[config.mk]
export PLATFORM = sky130hd
export DESIGN_NAME = arb_rr_8b
export DESIGN_NICKNAME = d
export VERILOG_FILES = /design/src/rtl/arb_pkg.sv /design/src/rtl/arb_prio_enc8.sv /design/src/rtl/arb_rr_8b.sv
export SDC_FILE = /design/constraint.sdc
export NUM_CORES = 1
export LEC_CHECK = 0
export CAP_MARGIN = 20
export CORE_MARGIN = 2
export CORE_UTILIZATION = 54
export CTS_CLUSTER_DIAMETER = 80
export DETAILED_ROUTE_END_ITERATION = 16
export MAX_ROUTING_LAYER = met4
export PLACE_DENSITY = 0.79
export SYNTH_ARGS = -nofsm -noshare
export SYNTH_HDL_FRONTEND = slang
export SYNTH_HIERARCHICAL = 1
export SYNTH_SLANG_ARGS = --single-unit
[constraint.sdc]
create_clock -name clk -period 4.36 [get_ports clk]
set_clock_uncertainty 0.2 [all_clocks]
set_input_delay 1.09 -clock clk [delete_from_list [all_inputs] [get_ports clk]]
set_output_delay 1.09 -clock clk [all_outputs]
set_load 0.05 [all_outputs]
[src/rtl/arb_pkg.sv]
// rtl/arb_pkg.sv - shared types and widths for the 8-way arbiter
package arb_pkg;
    localparam int N_REQ  = 8;
    localparam int ID_W   = 3;
    localparam int HOLD_W = 8;

    typedef enum logic [1:0] {
        IDLE    = 2'd0,
        GRANT   = 2'd1,
        RELEASE = 2'd2
    } arb_state_t;
endpackage

[src/rtl/arb_prio_enc8.sv]
// rtl/arb_prio_enc8.sv - combinational 8->3 highest-set-bit encoder with valid
module arb_prio_enc8
    import arb_pkg::*;
(
    input  logic [N_REQ-1:0] i_vec,
    output logic [ID_W-1:0]  o_idx,
    output logic             o_valid
);

    always_comb begin
        o_idx   = '0;
        o_valid = |i_vec;
        for (int i = 0; i < N_REQ; i++) begin
            if (i_vec[i]) begin
                o_idx = ID_W'(i);
            end
        end
    end

endmodule

[src/rtl/arb_rr_8b.sv]
// rtl/arb_rr_8b.sv - 8-requester arbiter, fixed or round-robin, with hold timeout
module arb_rr_8b
    import arb_pkg::*;
#(
    parameter int MAX_HOLD = 16
) (
    input  logic             clk,
    input  logic             rst,
    input  logic [N_REQ-1:0] req,
    input  logic             mode,
    input  logic             done,
    output logic [N_REQ-1:0] gnt,
    output logic [ID_W-1:0]  gnt_id,
    output logic             gnt_valid,
    output logic             timeout
);

    arb_state_t        r_state, w_state_nxt;
    logic [N_REQ-1:0]  r_gnt, w_gnt_nxt;
    logic [ID_W-1:0]   r_gnt_id, w_id_nxt;
    logic              r_valid, w_valid_nxt;
    logic              r_timeout, w_timeout_nxt;
    logic [ID_W-1:0]   r_ptr, w_ptr_nxt;
    logic [HOLD_W-1:0] r_hold, w_hold_nxt;

    logic [N_REQ-1:0]  w_rev;
    logic [N_REQ-1:0]  w_enc_in;
    logic [ID_W-1:0]   w_enc_idx;
    logic              w_enc_valid;
    logic [ID_W-1:0]   w_win;
    logic              w_held;
    logic              w_expire;

    // Rotate right by ptr and bit-reverse, so the highest-bit encoder finds
    // the first request at or above ptr (wrapping).
    always_comb begin
        w_rev = '0;
        for (int i = 0; i < N_REQ; i++) begin
            w_rev[N_REQ-1-i] = req[ID_W'(i) + r_ptr];
        end
    end

    assign w_enc_in = mode ? w_rev : req;

    arb_prio_enc8 u_enc (
        .i_vec   (w_enc_in),
        .o_idx   (w_enc_idx),
        .o_valid (w_enc_valid)
    );

    assign w_win    = mode ? (3'd7 - w_enc_idx + r_ptr) : w_enc_idx;
    assign w_held   = req[r_gnt_id];
    assign w_expire = (r_hold == HOLD_W'(MAX_HOLD - 1));

    always_comb begin
        w_state_nxt   = r_state;
        w_gnt_nxt     = '0;
        w_id_nxt      = '0;
        w_valid_nxt   = 1'b0;
        w_timeout_nxt = 1'b0;
        w_ptr_nxt     = r_ptr;
        w_hold_nxt    = r_hold;
        case (r_state)
            IDLE: begin
                if (w_enc_valid) begin
                    w_state_nxt = GRANT;
                    w_gnt_nxt   = N_REQ'(1) << w_win;
                    w_id_nxt    = w_win;
                    w_valid_nxt = 1'b1;
                    w_hold_nxt  = '0;
                end
            end
            GRANT: begin
                w_hold_nxt = (r_hold == '1) ? r_hold : r_hold + HOLD_W'(1);
                if (done || !w_held || w_expire) begin
                    w_state_nxt   = RELEASE;
                    w_ptr_nxt     = r_gnt_id + ID_W'(1);
                    w_timeout_nxt = w_expire && !done && w_held;
                end else begin
                    w_gnt_nxt   = r_gnt;
                    w_id_nxt    = r_gnt_id;
                    w_valid_nxt = 1'b1;
                end
            end
            RELEASE: w_state_nxt = IDLE;
            default: w_state_nxt = IDLE;
        endcase
    end

    always_ff @(posedge clk or posedge rst) begin
        if (rst) begin
            r_state   <= IDLE;
            r_gnt     <= '0;
            r_gnt_id  <= '0;
            r_valid   <= 1'b0;
            r_timeout <= 1'b0;
            r_ptr     <= '0;
            r_hold    <= '0;
        end else begin
            r_state   <= w_state_nxt;
            r_gnt     <= w_gnt_nxt;
            r_gnt_id  <= w_id_nxt;
            r_valid   <= w_valid_nxt;
            r_timeout <= w_timeout_nxt;
            r_ptr     <= w_ptr_nxt;
            r_hold    <= w_hold_nxt;
        end
    end

    assign gnt       = r_gnt;
    assign gnt_id    = r_gnt_id;
    assign gnt_valid = r_valid;
    assign timeout   = r_timeout;

endmodule
==> results.ini, run 1 <==
[timing]
setup_viol = 0
maxSlewViolCount = 0
rsz0062_at_grt = false
tns_ps = 0
max_freq_ghz = 0.2412
slew_headroom_pct = 36.35
min_period_ps = 4147
hold_violations = 0
whs_ps = 310.7
fin_crit_sh_pct = 95.11
tightest_slew_ps = 953.7

[global_route]
grt_overflow = 0
grt_pass1_wl_mm = 6.927
grt.met3_usage_pct = 3.313
use_met2_pct = 39.85
grt_pass1_vias = 1517
grt.total_usage_pct = 24.90
grt_use_met1_pct = 35.41
antenna_found_initial = 0
grt.busiest_layer = met2
grt_max_degree = 27

[pwr]
peakVddDrop_uv = 435.8
powerDensity_nw_per_um2 = 713.5
leakage_nw = 0.9294

[synthesis]
ys_seq_area_share_pct = 36.14
synth_ff_type = dfrtp_1
postSynthCellCount = 174
yosysWarnings = 6
synth_edf_count = 0
synth_area_per_cell_um2 = 10.35
ys_ff_latch = 26
netlist-cell-type-count = 40
synthArstFlopShare_pct = 100.0
netlist_area_um2 = 1800
synth_nets = 192

[cells_and_area]
layout-drive-gt1-share_pct = 16.67
synthToLayoutAreaGrowth_pct = 21.40
num_antenna_cells = 0
nets = 223
fin_util_pct = 70.44

[worst_setup_path]
cp.arrival_ps = 4170
crit_path_cell_trace = clkdlybuf4s50_1 > mux4_2 > mux2i_1 > a21oi_1 > o31ai_2 > inv_1 > ha_1 > fa_1 > xnor2_1 > nand2_1 > xor2_1 > buf_4 > a32o_1
crit_path_start_kind = input pin
cp_max_fo = 9
critical-path-slowest-cell = mux4_2
max_stage_delay_ps = 530
crit_required_ps = 4390
cp-end-kind = flop
crit_type = input pin to flop

[floorplanning]
chipHeight_um = 61.74
ios = 25
dieArea_um2 = 3812
core-area_um2 = 3103
rows = 20
die_w_um = 61.74
start_util_pct = 58.02

[clocking]
htreeDepth = 1
cts_root_buf = clkbuf_4
clkTransAtPathRegs_ps = 140
ctsResizeCount = 0
cts_buffer_depth = 2
hold_buffers = 0
cts_setup_buffers = 0
cts_made_buffers = 3
clock_latency_ps = 320
cts.sinks = 26
cts_tree = built

[routing]
ant_nets = 0
viasPerCell = 6.210
drt-total-wl_mm = 4.123
drc = 0
wl_per_cell_um = 16.63
drt_iter0_markers = 123
drt_first_pass_iters = 4
vias = 1540

[flow_run]
drv_cap = 0

[placed_design]
gp_congestion = 0.9045
io_buffers = 24
hpwl_mm = 3.156

[min_path]
hold_class = flop to flop

[run_status]
status = completed

## sequential cells by signal, summed over array words and instances, names as in the netlist
signal and flops:
gnt_id 3, r_ptr 3, r_hold 8, gnt 8
r_state 2, gnt_valid 1, timeout 1
## cells in the mapped netlist (all sizes together), types with 2 or more instances
| master | count | area share, % |
|---|---|---|
| dfrtp | 26 | 36 |
| or3 | 2 | 0.69 |
| nand3 | 3 | 0.83 |
| nand2 | 15 | 3.1 |
| mux2 | 2 | 1.7 |
| a32o | 5 | 2.8 |
| clkbuf | 4 | 0.83 |
| nor2 | 16 | 3.3 |
| a31oi | 4 | 1.4 |
| o211ai | 2 | 0.83 |
| or4 | 4 | 1.7 |
| o31ai | 5 | 2.4 |
| nand2b | 6 | 2.1 |
| a21oi | 11 | 3.3 |
| o21ai | 3 | 0.83 |
| xor2 | 6 | 2.9 |
| ha | 5 | 3.5 |
| buf | 3 | 0.83 |
| mux2i | 10 | 5.6 |
| o2bb2ai | 5 | 2.4 |
| inv | 11 | 2.3 |
| mux4 | 9 | 11 |
| nand4 | 3 | 1.0 |
## cells by family after synthesis
logic type | count (synthesis) | synth area share (%)
buf+inv | 18 | 3.961
simple gates | 55 | 15.22
compound gates | 41 | 18.21
flops | 26 | 36.14
fa+ha+maj | 6 | 4.587
mux | 21 | 18.49
xor+xnor | 7 | 3.405
## worst max-delay path: cells and delay by family
family          cells  cell delay (ps)
mux                 2              690
fa+ha+maj           2              560
xor+xnor            2              290
buf+inv             3              760
simple gates        1               90
compound gates      3              680
## layer usage
| layer | share of wire (%) | vias to the layer above | routed length (um) |
|---|---|---|---|
| met1 | 47 | 786 | 1958 |
| met5 | 0 | - | 0 |
| met4 | 0.68 | 0 | 28 |
| met3 | 2.7 | 4 | 110 |
| met2 | 49 | 37 | 2026 |
| li1 | - | 713 | - |
## layout by cell type (no fill, tap or decap), drive strengths merged, types with 2 or more instances in the layout
cell	instances
o211ai	2
o31ai	5
o2bb2ai	5
nand2	15
clkdlybuf4s50	24
mux4	9
nand2b	6
nand3	3
buf	8
nand4	3
dfrtp	26
or4	4
a31oi	4
nor2	16
mux2	2
or3	2
inv	11
a32o	5
o21ai	3
a21oi	11
xor2	6
clkbuf	4
ha	5
mux2i	10
## final timing paths
check / from / to / slack (ps) / depth (start not counted)
min in group asynchronous: rst / gnt[6]$_DFFE_PP0P_ / 1070 / 2
setup / recovery: req[1] / gnt[2]$_DFFE_PP0P_ / 210 / 13
max in group asynchronous: rst / r_ptr[0]$_DFFE_PP0P_ / 2300 / 2
hold / removal: gnt[1]$_DFFE_PP0P_ / gnt[1]$_DFFE_PP0P_ / 310 / 1
hold reg to reg: gnt[1]$_DFFE_PP0P_ / gnt[1]$_DFFE_PP0P_ / 310 / 1
setup reg to reg: r_ptr[1]$_DFFE_PP0P_ / gnt[2]$_DFFE_PP0P_ / 570 / 14
## final cells by class
class | count | area, um^2
Tap cell | 44 | 55.05
Timing Repair Buffer | 33 | 307.8
Clock buffer | 3 | 22.52
Fill cell | 250 | 917.1
Clock inverter | 1 | 30.03
Multi-Input combinational cell | 130 | 1079
Sequential cell | 26 | 650.6
Inverter | 11 | 41.29
## report_power, final
group          internal [mW]  leakage, nW  switching, mW
registers              0.313        0.343          0.104
logic                  0.430        0.558          0.548
clock network         0.0929       0.0279         0.0704
## metrics by stage
step / cell area (um^2) / std cells / setup slack, ps / power [mW]
after floorplan: 1800 / 174 / 511.3 / 1.123
after global placement: 2126 / 243 / 46.78 / 1.348
after detailed placement: 2126 / 243 / -75.59 / 1.388
after CTS: 2178 / 247 / 264.7 / 1.560
after global routing: 2186 / 248 / 75.91 / 1.678
final: 2186 / 248 / 213.2 / 1.560
Note: power is estimated with default switching activity, not from simulation.
==> inputs of run 2 (changes only) <==
CORE_UTILIZATION = 59   (was 54)
PLACE_DENSITY = 0.85   (was 0.79)
clock period = 5.1 ns   (was 4.36 ns; I/O delays follow)
==> results.ini, run 2 (same netlist as run 1, synthesis figures left out) <==
[worst_setup_path]
reg2regPathDepth = 14
crit_path_start_kind = input pin
cp_max_fo = 6
crit_type = input pin to flop
crit_required_ps = 5140
ff2ff_setup_slack_ps = 1080
reg2reg_from = r_ptr[0]$_DFFE_PP0P_
r2r-end = gnt[3]$_DFFE_PP0P_
cp-end-kind = flop
cp.arrival_ps = 4450

[min_path]
worstHoldStart = gnt[7]$_DFFE_PP0P_
hold_class = flop to flop
hold-path-endpoint = gnt[7]$_DFFE_PP0P_
holdPathStages = 1

[placed_design]
gp_congestion = 0.9082
placement.cell_area_um2 = 2067
place_inst = 226
io_buffers = 24
hpwl_mm = 2.972

[routing]
wl_per_cell_um = 17.67
vias = 1484
drc = 0
viasPerCell = 6.424
drt_iter0_markers = 63
drt-total-wl_mm = 4.082
ant_nets = 0
drt_first_pass_iters = 4

[clocking]
htreeDepth = 1
ctsResizeCount = 0
cts.sinks = 26
clkTransAtPathRegs_ps = 150
hold_buffers = 0
cts_made_buffers = 3
cts_root_buf = clkbuf_4
cts_tree = built
clock_latency_ps = 340
cts_buffer_depth = 2
cts_setup_buffers = 0

[timing]
setup_viol = 0
maxSlewViolCount = 0
slew_headroom_pct = 23.34
fin_crit_sh_pct = 86.50
min_period_ps = 4412
tightest_slew_ps = 1138
hold_violations = 0
tns_ps = 0
max_freq_ghz = 0.2267
rsz0062_at_grt = false

[floorplanning]
rows = 20
chipHeight_um = 59.24
ios = 25
start_util_pct = 60.46
dieArea_um2 = 3509
die_w_um = 59.24
core-area_um2 = 2978

[flow_run]
drv_cap = 0

[pwr]
switching_share_pct = 46.66
total_power_mw = 1.307
p_switching_mw = 0.6098
clkPwrFrac_pct = 11.1
peakVddDrop_uv = 339.7
leakage_nw = 0.9086
p_comb_share_pct = 60.7
seq_power_share_pct = 28.2
p_int_mw = 0.6972
powerDensity_nw_per_um2 = 608.7

[global_route]
antenna_found_initial = 0
grt_overflow = 0
grt_max_degree = 27
grt.total_usage_pct = 25.13
grt_pass1_wl_mm = 6.444
grt_pass1_vias = 1357

[run_status]
status = completed

[cells_and_area]
nets = 217
fillerInstances = 208
mostFrequentLayoutCells = 26 x dfrtp_1, 24 x clkdlybuf4s50_1, 16 x nor2_1
layout-drive-gt1-share_pct = 14.14
finalNonFillerCells = 231
num_antenna_cells = 0
final_common_cell = dfrtp_1
final_area_um2 = 2147
synthToLayoutAreaGrowth_pct = 19.25

-- run 2: changes by cell type in the layout (fill, tap and decap cells not counted) --
| cell | previous run | this run |
|---|---|---|
| buf_4 | 8 | 2 |
| clkbuf_4 | 4 | 3 |
| buf_16 | 0 | 1 |
-- run 2: final cells by class --
type / count / area (um^2) / share of cell area [%]
multi-input cells: 130 / 1079 / 50.23
flip-flops and latches: 26 / 650.6 / 30.30
repair buffers: 27 / 282.8 / 13.17
inverters: 11 / 41.29 / 1.923
well taps: 33 / 41.29 / 1.923
clock inverters: 1 / 30.03 / 1.399
clock buffers: 3 / 22.52 / 1.049
-- run 2: power by group through the flow --
stage | Sequential, mW | Clock [mW] | Combinational [mW]
4_1_cts | 0.368 | 0.147 | 0.790
3_5_place_dp | 0.374 | 0 | 0.787
5_1_grt | 0.382 | 0.154 | 0.857
2_1_floorplan | 0.441 | 0 | 0.519
3_3_place_gp | 0.370 | 0 | 0.769
6_report | 0.368 | 0.146 | 0.793
-- run 2: critical path, cell delays in order --
cell,delay (ps)
clkdlybuf4s50_1,520
mux4_2,540
mux2i_1,140
a21oi_1,140
o31ai_2,320
inv_1,70
ha_1,190
fa_1,420
mux2i_1,380
inv_1,180
a32o_1,290
-- run 2: worst max path at each step --
stage                     startpoint                 end  slack [ps]  depth (start not counted)
after CTS                     req[3]  gnt[3]$_DFFE_PP0P_         710                         11
after global placement        req[3]  gnt[3]$_DFFE_PP0P_         450                         11
after detailed placement      req[3]  gnt[3]$_DFFE_PP0P_         340                         11
after floorplan                 mode  gnt[0]$_DFFE_PP0P_        1070                         13
after global routing          req[3]  gnt[3]$_DFFE_PP0P_         500                         11
final                         req[2]  gnt[3]$_DFFE_PP0P_         690                         11
-- run 2: per-stage QoR --
step,hold slack (ps),worst slack (ps),util (%)
global placement,273.6,451.1,69.41
finish,310.6,688.3,72.10
CTS,309.6,713.3,71.18
global route,347.9,495.3,72.10
detailed placement,277.2,340.1,69.41
floorplan,284.3,1066,-
-- run 2: per-layer routing --
metal	vias up	routed length, um	share of wire [%]	track usage (%)
met5	-	0	0	-
li1	703	-	-	-
met2	28	2139	52	38.78
met3	6	104	2.5	2.183
met4	0	81	2.0	10.39
met1	747	1757	43	34.24
==> inputs of run 3 (changes only) <==
ABC_AREA = 1   (was default)
CORE_UTILIZATION = 60   (was 59)
==> results.ini, run 3 <==
[timing]
tightest_slew_ps = 750.9
maxSlewViolCount = 0
tns_ps = 0
rsz0062_at_grt = false
hold_violations = 0
max_freq_ghz = 0.2377
min_period_ps = 4206
setup_viol = 0
slew_headroom_pct = 49.89
whs_ps = 328.6
fin_crit_sh_pct = 82.48

[clocking]
hold_buffers = 0
cts_made_buffers = 3
clkTransAtPathRegs_ps = 130
htreeDepth = 1
cts_root_buf = clkbuf_4
cts_setup_buffers = 0
cts.sinks = 26
cts_tree = built
ctsResizeCount = 0
cts_buffer_depth = 2
clock_latency_ps = 320

[pwr]
clkPwrFrac_pct = 7.9
peakVddDrop_uv = 406.3
powerDensity_nw_per_um2 = 577.0
p_int_mw = 0.5929
p_switching_mw = 0.7074
leakage_nw = 1.177
p_comb_share_pct = 64.1
seq_power_share_pct = 28.0
switching_share_pct = 54.40
total_power_mw = 1.300

[worst_setup_path]
crit_required_ps = 5120
cp.arrival_ps = 4230
cp-end-kind = flop
crit_path_start_kind = input pin
startpoint = req[5]
reg2regPathDepth = 25
ff2ff_setup_slack_ps = 1370
cp_max_fo = 4
r2r-end = gnt[5]$_DFFE_PP0P_
crit_end = gnt[5]$_DFFE_PP0P_
reg2reg_from = r_ptr[0]$_DFFE_PP0P_
crit_type = input pin to flop

[synthesis]
synth_ff_type = dfrtp_1
synth_edf_count = 0
netlist_area_um2 = 1968
synthArstFlopShare_pct = 100.0
synth_nets = 301
synth_common_cells = 78 x nand2_1, 40 x inv_1, 30 x o21ai_0
netlist-cell-type-count = 35
ys_seq_area_share_pct = 33.06
synth_area_leaders = dfrtp_1 33%, nand2_1 15%, inv_1 7.6%, o21ai_0 7.6%, nand3_1 4.1%
postSynthCellCount = 283
synth_area_per_cell_um2 = 6.955
synth_top_area_share_pct = 33.06
yosys.area.top_type = dfrtp_1
synth.most_common_cell = nand2_1
ys_ff_latch = 26
yosysWarnings = 6

[global_route]
antenna_found_initial = 0
grt_pass1_wl_mm = 7.327
grt_overflow = 0
grt.total_usage_pct = 26.69
grt_pass1_vias = 1607
grt_max_degree = 27

[floorplanning]
chipHeight_um = 61.28
ios = 25
start_util_pct = 63.94
core-area_um2 = 3078
dieArea_um2 = 3755
die_w_um = 61.28
rows = 20

[routing]
drt_first_pass_iters = 4
ant_nets = 0
drt-total-wl_mm = 4.343
wl_per_cell_um = 12.52
vias = 1846
drt_iter0_markers = 106
drc = 0
viasPerCell = 5.320

[min_path]
hold_class = flop to flop
holdPathStages = 2

[placed_design]
placement.cell_area_um2 = 2202
hpwl_mm = 3.275
place_inst = 342
io_buffers = 24
gp_congestion = 0.9061

[run_status]
status = completed

[cells_and_area]
finalNonFillerCells = 347
nets = 322
mostFrequentLayoutCells = 78 x nand2_1, 40 x inv_1, 30 x o21ai_0
num_antenna_cells = 0
final_common_cell = nand2_1
final_area_um2 = 2253
synthToLayoutAreaGrowth_pct = 14.49
layout-drive-gt1-share_pct = 9.901

[flow_run]
drv_cap = 0

## run 3: cell count changes after synthesis, moves of 9 or more
cell,delta
mux2i_1,-10
nand4_1,+9
mux4_2,-9
nand3_1,+13
o21ai_0,+27
nand2_1,+63
a21oi_1,-9
inv_1,+30
## run 3: worst min path at each step
stage	from	to
final	gnt[2]$_DFFE_PP0P_	gnt[2]$_DFFE_PP0P_
after floorplan	r_hold[5]$_DFFE_PP0P_	r_hold[5]$_DFFE_PP0P_
after global placement	r_hold[5]$_DFFE_PP0P_	r_hold[5]$_DFFE_PP0P_
after detailed placement	gnt[2]$_DFFE_PP0P_	gnt[2]$_DFFE_PP0P_
after global routing	gnt[2]$_DFFE_PP0P_	gnt[2]$_DFFE_PP0P_
after CTS	r_hold[0]$_DFFE_PP0P_	r_hold[0]$_DFFE_PP0P_
## run 3: power by group through the flow
stage | Combinational [mW] | Sequential [mW] | Clock (mW)
detailed placement | 0.826 | 0.366 | 0
floorplan | 0.560 | 0.453 | 0
global route | 0.945 | 0.374 | 0.113
CTS | 0.831 | 0.361 | 0.106
finish | 0.834 | 0.364 | 0.103
global placement | 0.810 | 0.364 | 0
## run 3: stage by stage
step,util [%],setup WS (ps)
2_1_floorplan,-,1399
3_3_place_gp,71.54,631.1
3_5_place_dp,71.54,588.5
4_1_cts,72.72,937.9
5_1_grt,73.21,459.3
6_report,73.21,893.8
## run 3: per-layer routing
layer	track usage, %	share of wire, %
met1	39.01	48
met2	38.60	45
met3	5.882	6.0
met4	4.348	0.55
met5	-	0
## run 3: logic make-up after synthesis
logic type / after synthesis / synth area share, %
flip-flops: 26 / 33.06
AO/OA/AOI/OAI: 46 / 12.91
AND/OR/NAND/NOR: 147 / 35.98
buffers and inverters: 53 / 11.63
adder cells (fa/ha/maj): 6 / 4.196
XOR/XNOR: 5 / 2.225
## run 3: layout make-up
cell class	count	area, um^2
inverter	44	167.7
clock buffer	4	36.28
tap	44	55.05
multi-input combinational	204	1089
sequential	26	650.6
timing repair buffer	25	255.2
fill	266	824.5
## run 3: critical path: stages
cell             delay (ps)
clkdlybuf4s50_1         450
inv_1                    80
nand2_1                  60
o21ai_0                 120
o21ai_0                 310
nor2_1                   70
o22ai_1                 190
nand2_1                  80
nand2_1                  60
nand2_1                  40
nand2_1                  50
nand2_1                  40
nand2_1                  50
inv_1                    40
ha_1                    180
fa_1                    370
or2_1                   240
nand3_2                  60
or2_1                   130
nand2_2                  70
nand2_2                  70
inv_1                    80
nand2_1                  70
nand2_1                  40
